## config.mk

```make
export PLATFORM = sky130hd
export DESIGN_NAME = game_undo_ctrl
export DESIGN_NICKNAME = d
export VERILOG_FILES = /design/src/rtl/game_undo_ctrl.sv
export SDC_FILE = /design/constraint.sdc
export NUM_CORES = 1
export LEC_CHECK = 0
export ABC_AREA = 1
export BUFFER_PORTS_ARGS = -buffer_cell sky130_fd_sc_hd__buf_2
export CAP_MARGIN = 20
export CELL_PAD_IN_SITES_DETAIL_PLACEMENT = 1
export CELL_PAD_IN_SITES_GLOBAL_PLACEMENT = 1
export CORE_ASPECT_RATIO = 0.6
export CORE_UTILIZATION = 47
export CTS_CLUSTER_SIZE = 16
export DETAILED_ROUTE_END_ITERATION = 16
export PLACE_DENSITY_LB_ADDON = 0.1
export SYNTH_ARGS = -nofsm -noshare
export SYNTH_HDL_FRONTEND = slang
export SYNTH_SLANG_ARGS = --single-unit
export TNS_END_PERCENT = 10
```

## constraint.sdc

```tcl
create_clock -name clk -period 9.9 [get_ports clk]
set_input_delay 0.495 -clock clk [delete_from_list [all_inputs] [get_ports clk]]
set_output_delay 0.495 -clock clk [all_outputs]
set_load 0.05 [all_outputs]
```

## src/rtl/game_undo_ctrl.sv

```systemverilog
// Purpose : four-deep circular LIFO of game-state snapshots with a one-cycle restore FSM.
// Latency : undo_req sampled at edge t -> restore_valid/restore_state valid during cycle t+1.
// Backpr. : none; requests arriving while busy (RESTORE) are dropped, except clear which is honoured.
//
// Ports:
//   clk, rst       : clock and synchronous active-high reset
//   cur_state      : live game state, captured on push_req
//   push_req       : save cur_state as newest snapshot
//   undo_req       : restore newest snapshot (or pulse undo_empty if none)
//   clear_req      : discard all history
//   sel            : slot index driving the 4-to-1 restore mux
//   restore_state  : snapshot currently selected by sel
//   restore_valid  : one-cycle pulse, restore_state should be loaded
//   undo_empty     : one-cycle pulse, undo refused (no history)
//   depth          : number of stored snapshots, 0..4
//   busy           : high while in RESTORE
module game_undo_ctrl #(
  parameter int N = 134
) (
  input  logic         clk,
  input  logic         rst,
  input  logic [N-1:0] cur_state,
  input  logic         push_req,
  input  logic         undo_req,
  input  logic         clear_req,
  output logic [1:0]   sel,
  output logic [N-1:0] restore_state,
  output logic         restore_valid,
  output logic         undo_empty,
  output logic [2:0]   depth,
  output logic         busy
);

  typedef enum logic {
    IDLE    = 1'b0,
    RESTORE = 1'b1
  } state_e;

  state_e       state_q, state_d;
  logic [1:0]   wr_ptr_q, wr_ptr_d;
  logic [2:0]   count_q, count_d;
  logic [1:0]   sel_q, sel_d;
  logic         undo_empty_q, undo_empty_d;
  logic         slot_we;
  logic [N-1:0] slot_q [4];

  // Control state
  always_ff @(posedge clk) begin
    if (rst) begin
      state_q      <= IDLE;
      wr_ptr_q     <= 2'd0;
      count_q      <= 3'd0;
      sel_q        <= 2'd0;
      undo_empty_q <= 1'b0;
    end else begin
      state_q      <= state_d;
      wr_ptr_q     <= wr_ptr_d;
      count_q      <= count_d;
      sel_q        <= sel_d;
      undo_empty_q <= undo_empty_d;
    end
  end

  // Snapshot storage is not reset: count gates what is readable, so stale
  // contents can never be presented as a valid restore.
  always_ff @(posedge clk) begin
    if (slot_we) begin
      slot_q[wr_ptr_q] <= cur_state;
    end
  end

  always_comb begin
    state_d      = state_q;
    wr_ptr_d     = wr_ptr_q;
    count_d      = count_q;
    sel_d        = sel_q;
    undo_empty_d = 1'b0;
    slot_we      = 1'b0;

    unique case (state_q)
      IDLE: begin
        // Priority clear > undo > push; losers are dropped, not queued.
        if (clear_req) begin
          count_d  = 3'd0;
          wr_ptr_d = 2'd0;
        end else if (undo_req) begin
          if (count_q != 3'd0) begin
            sel_d    = wr_ptr_q - 2'd1;
            wr_ptr_d = wr_ptr_q - 2'd1;
            count_d  = count_q - 3'd1;
            state_d  = RESTORE;
          end else begin
            undo_empty_d = 1'b1;
          end
        end else if (push_req) begin
          slot_we  = 1'b1;
          wr_ptr_d = wr_ptr_q + 2'd1;
          // When full, the write lands on the oldest slot; depth saturates.
          count_d  = (count_q == 3'd4) ? 3'd4 : count_q + 3'd1;
        end
      end
      RESTORE: begin
        // The restore pulse completes this cycle regardless; clear still wipes history.
        state_d = IDLE;
        if (clear_req) begin
          count_d  = 3'd0;
          wr_ptr_d = 2'd0;
        end
      end
      default: state_d = IDLE;
    endcase
  end

  assign sel           = sel_q;
  assign restore_state = slot_q[sel_q];
  assign restore_valid = (state_q == RESTORE);
  assign busy          = (state_q == RESTORE);
  assign undo_empty    = undo_empty_q;
  assign depth         = count_q;

endmodule

```

==> results of run 1 <==
## area by class of cell
class,instances,area (um2),share of cell area
clock buffers,59,1310,0.0549
diodes,4,10.0,0.000421
inverters,21,91.3,0.00384
repair buffers,294,1530,0.0642
clock inverters,31,273,0.0115
flip-flops and latches,547,16300,0.686
well taps,570,713,0.0300
multi-input cells,734,3540,0.149
## cell usage in the layout (no fill, tap or decap), drive strengths merged
master / netlist / final
o22ai: 134 / 134
bufinv: 0 / 5
edfxtp: 536 / 536
a21oi: 4 / 4
ha: 7 / 7
buf: 47 / 294
nor3: 1 / 1
nand2: 24 / 24
dfxtp: 11 / 11
o21ai: 270 / 270
clkinv: 1 / 26
nand3: 7 / 7
nor2: 286 / 286
diode: 0 / 4
clkbuf: 43 / 59
xor2: 1 / 1
inv: 20 / 21
## through the flow
step                hold slack [ps]  cell area, um2
floorplan                       497           20500
finish                          140           23800
global route                    117           23800
detailed placement              456           22200
global placement                450           22200
CTS                             106           23700
## power breakdown
| part | switching [W] | internal (W) | leakage, nW |
|---|---|---|---|
| Sequential | 0.0000238 | 0.00259 | 4.93 |
| Clock | 0.000820 | 0.00107 | 0.790 |
| Combinational | 0.000588 | 0.000158 | 2.56 |
| Total | 0.00143 | 0.00382 | 8.28 |
## registers in the layout (all words and copies together) (netlist names), named ones only
name	flops
busy	1
depth	3
sel	2
slot_q	536
undo_empty	1
wr_ptr_q	2
## layer usage
layer  vias up  track usage
met5         -            0
met4        12       0.0610
met3        75       0.0475
met2       266        0.368
met1      6194        0.294
li1       5754            -
## critical path, delay by kind of cell, from the launching register on
kind	cells	cell delay (ps)
flops	1	630
buf+inv	4	2090
compound gates	2	490
## final timing paths
| path | endpoint | from | slack (ps) | cells after the start |
|---|---|---|---|---|
| worst min-delay path | slot_q[0][39] | cur_state[39] | 140 | 1 |
| worst max register to register | slot_q[2][63] | busy | 6480 | 4 |
| worst min register to register | flip-flop | sel[1] | 470 | 2 |
| worst max-delay path | restore_state[59] | flip-flop | 5520 | 6 |
## kinds of logic after synthesis
family / count (synthesis) / share of synthesized area
DFF: 547 / 0.795
AOI/OAI and AO/OA: 408 / 0.108
buffers and inverters: 111 / 0.0343
and+or+nand+nor: 318 / 0.0586
xor gates and xnor gates: 1 / 0.000427
adders and majority gates: 7 / 0.00427
==> results_dict.tcl, run 1 <==
set metrics [dict create \
    outcome "complete, no violations" \
    p_total_w 0.00525 \
    async_reset_ff_frac 0 \
    fin_crit_sh 0.442 \
    synth_most_common_cell "edfxtp_1" \
    tns_ps 0 \
    ys_types 21 \
    final_util 0.560 \
    fillerInstances 4188 \
    syn_inst 1392 \
    drive_above_1_share 0.222 \
    grt_remaining_overflow 0 \
    setup_violations 0 \
    required_ps 9410 \
    synth_edf_count 536 \
    ant_nets 0 \
    worst_pin_slew_ps 1080 \
    ys_top_cells_by_area "edfxtp_1 78%, nor2_1 5.2%, o21ai_0 5.2%" \
    clkLatencyLatePin_ps 570 \
    ir_drop_uv 189 \
    port-buffer-count 280 \
    synth_area_um2 20500 \
    clkSlewWorstSetupHoldPaths_ps 60 \
    std_cell_rows 58 \
    drtIter0Drc 964 \
    grt_pass1_wl_um 75000 \
    crit_path_top_delay_cell "buf_4" \
    hold_viol_final 0 \
    p_leak_nw 8.28 \
    max_freq_ghz 0.228 \
    synth_common_cells "536 x edfxtp_1, 286 x nor2_1, 212 x o21ai_0" \
    ctsRootBufferMaster "clkbuf_16" \
    ys_seq_area_frac 0.795 \
    max_cap_viol_count 0 \
    grt_pass1_vias 12800 \
    slew_viol_final 0 \
    num_vias 12300 \
    path_max_fanout 82 \
    viasPerCell 5.44 \
    antenna_found_initial 10 \
    startpoint_type "flip-flop" \
    htreeDepth 2 \
    wl_met1_um 21700 \
    rsz0062_at_grt "no" \
    start_util 0.484 \
    path_common_cell "buf_4" \
    cts_tree "built" \
    dp_hpwl_um 28100 \
    grtUsageTotal 0.220 \
    cts_hold_buf 0 \
    finalWirelength_um 49600 \
    die_w_um 272 \
    wl_per_cell_um 21.9 \
    fin_skew_ps 12.3 \
    die_y_um 164 \
    synth_ff_type "edfxtp_1" \
    met2_length_um 24100 \
    dpl.cell_count 2165 \
    clk_path_buf_depth 3 \
    io_pins 281 \
    period_needed_ps 4380 \
    grt_max_degree 182 \
    synth_area_leader_cell "edfxtp_1" \
    p_per_area_nw_per_um2 221 \
    synth_seq_cells 547 \
    min_path_type "primary input to flip-flop" \
    dr.pass1.iters 7 \
    yosysWarnings 0 \
    setup_ws_ps 5520 \
    die_area_um2 44500 \
    critPathCaptureType "output pin" \
    fp.coreArea_um2 42500 \
    numCtsBuffers 50 \
    clock-sinks 547 \
    route.detailed.drc 0 \
    max_slew_margin 0.277 \
    synth_fp_nets 1538 \
    finalWeightedCongestion 0.761 \
    nNetsFinal 1794 \
    syn_avg_cell_area_um2 14.7 \
    crit_type "flip-flop to output pin" \
    post-place-ws_ps 5840 \
    top_layer_used "met5" \
    wl_met3_um 2670 \
    post_cts_buffers 0 \
    synth_top_area_frac 0.784 \
    final_cells 2260 \
    worstPathArrival_ps 3880 \
    synthToLayoutAreaGrowth_pct 15.8 \
    max_stage_delay_ps 760 \
    path_cells "buf_16 -> buf_4 -> buf_4 -> o21ai_0 -> o22ai_1 -> buf_2" \
    cts-resized-gates 0 \
]
(Power assumes the default switching activity.)
==> run 2: changes to the inputs <==
Settings changed: ABC_AREA 1 to 0, CORE_UTILIZATION 47 to 45.
Clock period 9.9 ns to 3.6 ns, I/O delays scaled along.
==> results_dict.tcl, run 2 <==
set metrics [dict create \
    r2r_slack_ps 1160 \
    clk_path_buf_depth 3 \
    yosysWarnings 0 \
    p_per_area_nw_per_um2 536 \
    hold_start "push_req" \
    syn_avg_cell_area_um2 25.9 \
    outcome "finished with violations" \
    die_w_um 274 \
    hold_viol_final 0 \
    synthToLayoutAreaGrowth_pct 25.7 \
    synth_fp_nets 917 \
    ir_drop_uv 351 \
    dpl.cell_count 1618 \
    clkSlewWorstSetupHoldPaths_ps 60 \
    synth_area_um2 20000 \
    grt_remaining_overflow 0 \
    ys_top_cells_by_area "edfxtp_1 81%, mux4_2 15%, dfxtp_1 1.1%" \
    final_util 0.576 \
    max_freq_ghz 0.365 \
    worstPathArrival_ps 2560 \
    layout_common_cells "536 x edfxtp_1, 280 x buf_2, 136 x dlygate4sd3_1, 134 x mux4_2, 51 x clkbuf_16" \
    dr.pass1.iters 10 \
    grt_pass1_vias 10300 \
    violations "DRC" \
    setup_violations 0 \
    path_cells "buf_4 -> mux4_2 -> buf_2" \
    r2r-end "slot_q[0][42]" \
    fin_crit_sh 0.761 \
    finalWeightedCongestion 0.741 \
    ctsRootBufferMaster "clkbuf_16" \
    min_path_cells 4 \
    antenna_found_initial 1 \
    wl_per_cell_um 22.9 \
    nNetsFinal 1373 \
    crit_path_top_delay_cell "dfxtp_4" \
    synth_top_area_frac 0.807 \
    crit_type "flip-flop to output pin" \
    final_common_cell "edfxtp_1" \
    post-place-ws_ps 1130 \
    synth_ff_type "edfxtp_1" \
    htreeDepth 2 \
    path_max_fanout 31 \
    required_ps 3420 \
    cts-resized-gates 0 \
    max_slew_margin 0.501 \
    die_area_um2 45200 \
    startpoint_type "flip-flop" \
    finalWirelength_um 42200 \
    dp_hpwl_um 25700 \
    r2r_start "busy" \
    std_cell_rows 59 \
    largest_reg_flops 536 \
    setup_ws_ps 860 \
    worst_pin_slew_ps 748 \
    ys_seq_area_frac 0.818 \
    synth_seq_cells 547 \
    port-buffer-count 280 \
    num_vias 9490 \
    grtUsageTotal 0.187 \
    clock-sinks 547 \
    hold_slack_ps 38.9 \
    synth_common_cells "536 x edfxtp_1, 134 x mux4_2, 17 x buf_2" \
    rsz0062_at_grt "no" \
    period_needed_ps 2740 \
    drtIter0Drc 617 \
    cts_tree "built" \
    critPathCaptureType "output pin" \
    grt_max_degree 75 \
    synth_area_leader_cell "edfxtp_1" \
    syn_inst 771 \
    drive_above_1_share 0.406 \
    final_cells 1845 \
    ys_types 33 \
    clkLatencyLatePin_ps 560 \
    synth_edf_count 536 \
    fin_skew_ps 17.8 \
    viasPerCell 5.14 \
    rr_worst_depth 3 \
    die_y_um 165 \
    async_reset_ff_frac 0 \
    synth_most_common_cell "edfxtp_1" \
    grt_pass1_wl_um 63100 \
    min_path_type "primary input to flip-flop" \
    fp.coreArea_um2 43600 \
    regMostFlops "slot_q" \
    hold_end "depth[2]" \
    slew_viol_final 0 \
    io_pins 281 \
    p_leak_nw 8.36 \
    numCtsBuffers 50 \
    start_util 0.458 \
    route.detailed.drc 20 \
    max_stage_delay_ps 840 \
    max_cap_viol_count 0 \
    ant_nets 0 \
]
==> run 2: cell count changes in the layout (fill, tap and decap cells not counted), moves of 4 or more <==
cell           before  now
nor2_4              4    0
buf_12              0   15
dlygate4sd3_1       0  136
bufinv_16           5    1
o21ai_0           212    4
o21ai_1            58    0
nor2_1            282    1
and2_4              0    4
o22ai_1           134    0
mux4_2              0  134
buf_4              13    6
nand2_1            24    0
inv_1              19    4
==> run 2: power by group <==
part,total (W),internal (W),switching [W]
Combinational,0.00140,0.000490,0.000910
Sequential,0.00713,0.00708,0.0000503
Clock,0.00491,0.00268,0.00222
==> run 2: layout make-up <==
| class | count | area, um2 |
|---|---|---|
| Clock inverter | 29 | 170 |
| Fill cell | 3782 | 18500 |
| Sequential cell | 547 | 16300 |
| Inverter | 4 | 15.0 |
| Antenna cell | 1 | 2.50 |
| Timing Repair Buffer | 437 | 3110 |
| Clock buffer | 61 | 1320 |
| Multi-Input combinational cell | 187 | 3420 |
| Tap cell | 579 | 724 |
==> run 2: cells by family (layout without fill, tap and decap cells) <==
| group | Yosys count | in the layout | synth area share |
|---|---|---|---|
| AND/OR/NAND/NOR | 28 | 28 | 0.00909 |
| flip-flops | 547 | 547 | 0.818 |
| other | 0 | 1 | 0 |
| AO/OA/AOI/OAI | 13 | 13 | 0.00395 |
| XOR/XNOR | 3 | 3 | 0.00132 |
| adder cells (fa/ha/maj) | 7 | 7 | 0.00439 |
| buffers and inverters | 37 | 531 | 0.0112 |
| multiplexers | 136 | 136 | 0.152 |
==> run 2: worst max path at each step <==
stage	start	end	slack [ps]
floorplan	busy	slot_q[0][0]	-1030
global route	flip-flop	restore_state[100]	690
finish	flip-flop	restore_state[100]	860
global placement	busy	slot_q[0][128]	1180
detailed placement	busy	slot_q[0][128]	1130
CTS	flip-flop	restore_state[89]	760
==> run 2: per-stage QoR <==
step / instance area, um2 / total power, W / TNS [ps]
after detailed placement: 22200 / 0.00857 / 0
final: 25100 / 0.0134 / 0
after global placement: 22200 / 0.00855 / 0
after global routing: 25100 / 0.0139 / 0
after floorplan: 20000 / 0.00817 / -415490
after CTS: 25100 / 0.0136 / 0
==> run 2: metal layers <==
layer | GRT usage | share of wire | vias to the layer above
met5 | 0 | 0 | -
met4 | 0.0422 | 0.015 | 0
met3 | 0.0398 | 0.046 | 52
met2 | 0.315 | 0.50 | 189
met1 | 0.254 | 0.44 | 5002
li1 | - | - | 4247
==> run 2: timing repair <==
item | CTS | global route
buffers inserted | 0 | 0
hold buffers | 136 | 0
hold endpoints to repair | 544 | 0
==> run 2: critical path, delay by kind of cell (launching register included) <==
| kind | cells | cell delay, ps |
|---|---|---|
| flip-flops | 1 | 840 |
| buffers and inverters | 2 | 590 |
| multiplexers | 1 | 560 |
==> run 3: changes to the inputs <==
Settings changed: ABC_AREA 0 to 1, CORE_UTILIZATION 45 to 43.
Clock period 3.6 ns to 2.4 ns, I/O delays scaled along.
==> results_dict.tcl, run 3 (synthesized netlist as in run 1, its figures left out) <==
set metrics [dict create \
    final_cells 2484 \
    tns_ps 0 \
    final_util 0.552 \
    r2r-end "slot_q[0][5]" \
    regMostFlops "slot_q" \
    clkSlewWorstSetupHoldPaths_ps 60 \
    fp.coreArea_um2 46700 \
    ir_drop_uv 551 \
    max_slew_margin 0.626 \
    place_area_um2 22800 \
    final_area_um2 25800 \
    critPathBufInv 2 \
    startpoint_type "flip-flop" \
    grt_max_degree 107 \
    max_stage_delay_ps 450 \
    dp_hpwl_um 31200 \
    final_common_cell "edfxtp_1" \
    std_cell_rows 61 \
    max_cap_viol_count 0 \
    ant_nets 0 \
    num_vias 13000 \
    die_w_um 284 \
    max_freq_ghz 0.436 \
    route.detailed.drc 0 \
    crit_type "flip-flop to output pin" \
    clock-sinks 547 \
    io_pins 281 \
    fin_crit_sh 0.955 \
    port-buffer-count 280 \
    drive_above_1_share 0.217 \
    antenna_found_initial 1 \
    viasPerCell 5.22 \
    grt_pass1_vias 13600 \
    drtIter0Drc 794 \
    period_needed_ps 2290 \
    outcome "complete, no violations" \
    p_leak_nw 9.09 \
    rsz0062_at_grt "yes" \
    hold_viol_final 0 \
    crit_path_top_delay_cell "dfxtp_4" \
    fin_skew_ps 15.4 \
    nNetsFinal 1967 \
    switching_share 0.273 \
    pwr-share-clk 0.352 \
    hold_start "push_req" \
    grt_remaining_overflow 0 \
    r2r_slack_ps 530 \
    clk_path_buf_depth 3 \
    numCtsBuffers 51 \
    dpl.cell_count 2259 \
    ctsRootBufferMaster "clkbuf_16" \
    wl_per_cell_um 21.2 \
    path_cells "clkbuf_8 -> o21ai_0 -> o22ai_1 -> buf_2" \
    path_max_fanout 61 \
    p_int_w 0.0159 \
    r2r_start "busy" \
    min_path_type "primary input to flip-flop" \
    cts_tree "built" \
    dr.pass1.iters 5 \
    grt_pass1_wl_um 80100 \
    p_switching_w 0.00598 \
    die_area_um2 48600 \
    die_y_um 171 \
    power_frac_seq 0.490 \
    largest_reg_flops 536 \
    slew_viol_final 0 \
    endpoint "restore_state[6]" \
    htreeDepth 2 \
    worstPathArrival_ps 2170 \
    p_per_area_nw_per_um2 849 \
    finalWirelength_um 52600 \
    setup_violations 0 \
    crit_cells 4 \
    required_ps 2280 \
    layout_common_cells "536 x edfxtp_1, 281 x nor2_1, 273 x buf_2, 212 x o21ai_0, 138 x dlygate4sd3_1" \
    combPwrFrac 0.158 \
    start_util 0.440 \
    critPathCaptureType "output pin" \
    grtUsageTotal 0.214 \
    synthToLayoutAreaGrowth_pct 25.7 \
    critPathTopFamily "buffers and inverters" \
    clkLatencyLatePin_ps 570 \
    rr_worst_depth 4 \
    fillerInstances 4613 \
    finalWeightedCongestion 0.791 \
    worst_pin_slew_ps 560 \
]
-- run 3: cell count changes in the layout (fill, tap and decap cells not counted), moves of 7 or more --
| cell | before | now |
|---|---|---|
| buf_2 | 280 | 273 |
| buf_4 | 6 | 27 |
| clkinv_2 | 13 | 4 |
| inv_1 | 4 | 19 |
| mux4_2 | 134 | 0 |
| nand2_1 | 0 | 24 |
| nor2_1 | 1 | 281 |
| o21ai_0 | 4 | 212 |
| o21ai_1 | 0 | 58 |
| o22ai_1 | 0 | 133 |
-- run 3: per-layer routing --
metal	vias to the layer above	GRT usage	wire length (um)
li1	6085	-	-
met1	6578	0.292	24100
met2	222	0.358	25300
met3	74	0.0367	1990
met4	2	0.0549	1160
met5	-	0	11
-- run 3: worst min-delay path, stage by stage --
cell and delay, ps:
buf_2 130, nand3_4 150, nor2_4 120
-- run 3: final cells by class --
cell class,count,area [um2],share of cell area
Sequential cell,547,16300,0.633
Multi-Input combinational cell,734,3570,0.138
Timing Repair Buffer,466,3470,0.134
Clock buffer,68,1390,0.0540
Tap cell,630,788,0.0306
Clock inverter,17,155,0.00601
Inverter,21,104,0.00403
Antenna cell,1,2.50,0.0000970
-- run 3: what timing repair did --
item / CTS / global route
buffers inserted: 0 / 1
hold buffers: 138 / 0
endpoints found under the setup margin: 52 / 46
resized for setup: 7 / 12
endpoints found under the hold margin: 543 / 0
-- run 3: stage by stage --
| step | hold slack [ps] | setup slack, ps | power, W |
|---|---|---|---|
| after CTS | 133 | 4.71 | 0.0221 |
| after global placement | 328 | 523 | 0.0141 |
| after global routing | 150 | -13.7 | 0.0226 |
| after detailed placement | 337 | 500 | 0.0142 |
| final | 157 | 108 | 0.0219 |
| after floorplan | 183 | -764 | 0.0132 |
-- run 3: power by group through the flow --
stage | clock network (W) | logic (W) | registers, W
2_1_floorplan | 0 | 0.00226 | 0.0110
3_3_place_gp | 0 | 0.00321 | 0.0109
3_5_place_dp | 0 | 0.00325 | 0.0109
4_1_cts | 0.00789 | 0.00345 | 0.0107
5_1_grt | 0.00822 | 0.00367 | 0.0107
6_report | 0.00771 | 0.00345 | 0.0107
-- run 3: worst min-delay path by stage --
| stage | cells past startpoint | endpoint | slack, ps |
|---|---|---|---|
| final | 3 | slot_q[0][7] | 160 |
| after global routing | 3 | slot_q[1][118] | 150 |
| after detailed placement | 1 | slot_q[3][33] | 340 |
| after floorplan | 1 | busy | 180 |
| after CTS | 3 | slot_q[1][118] | 130 |
| after global placement | 2 | busy | 330 |
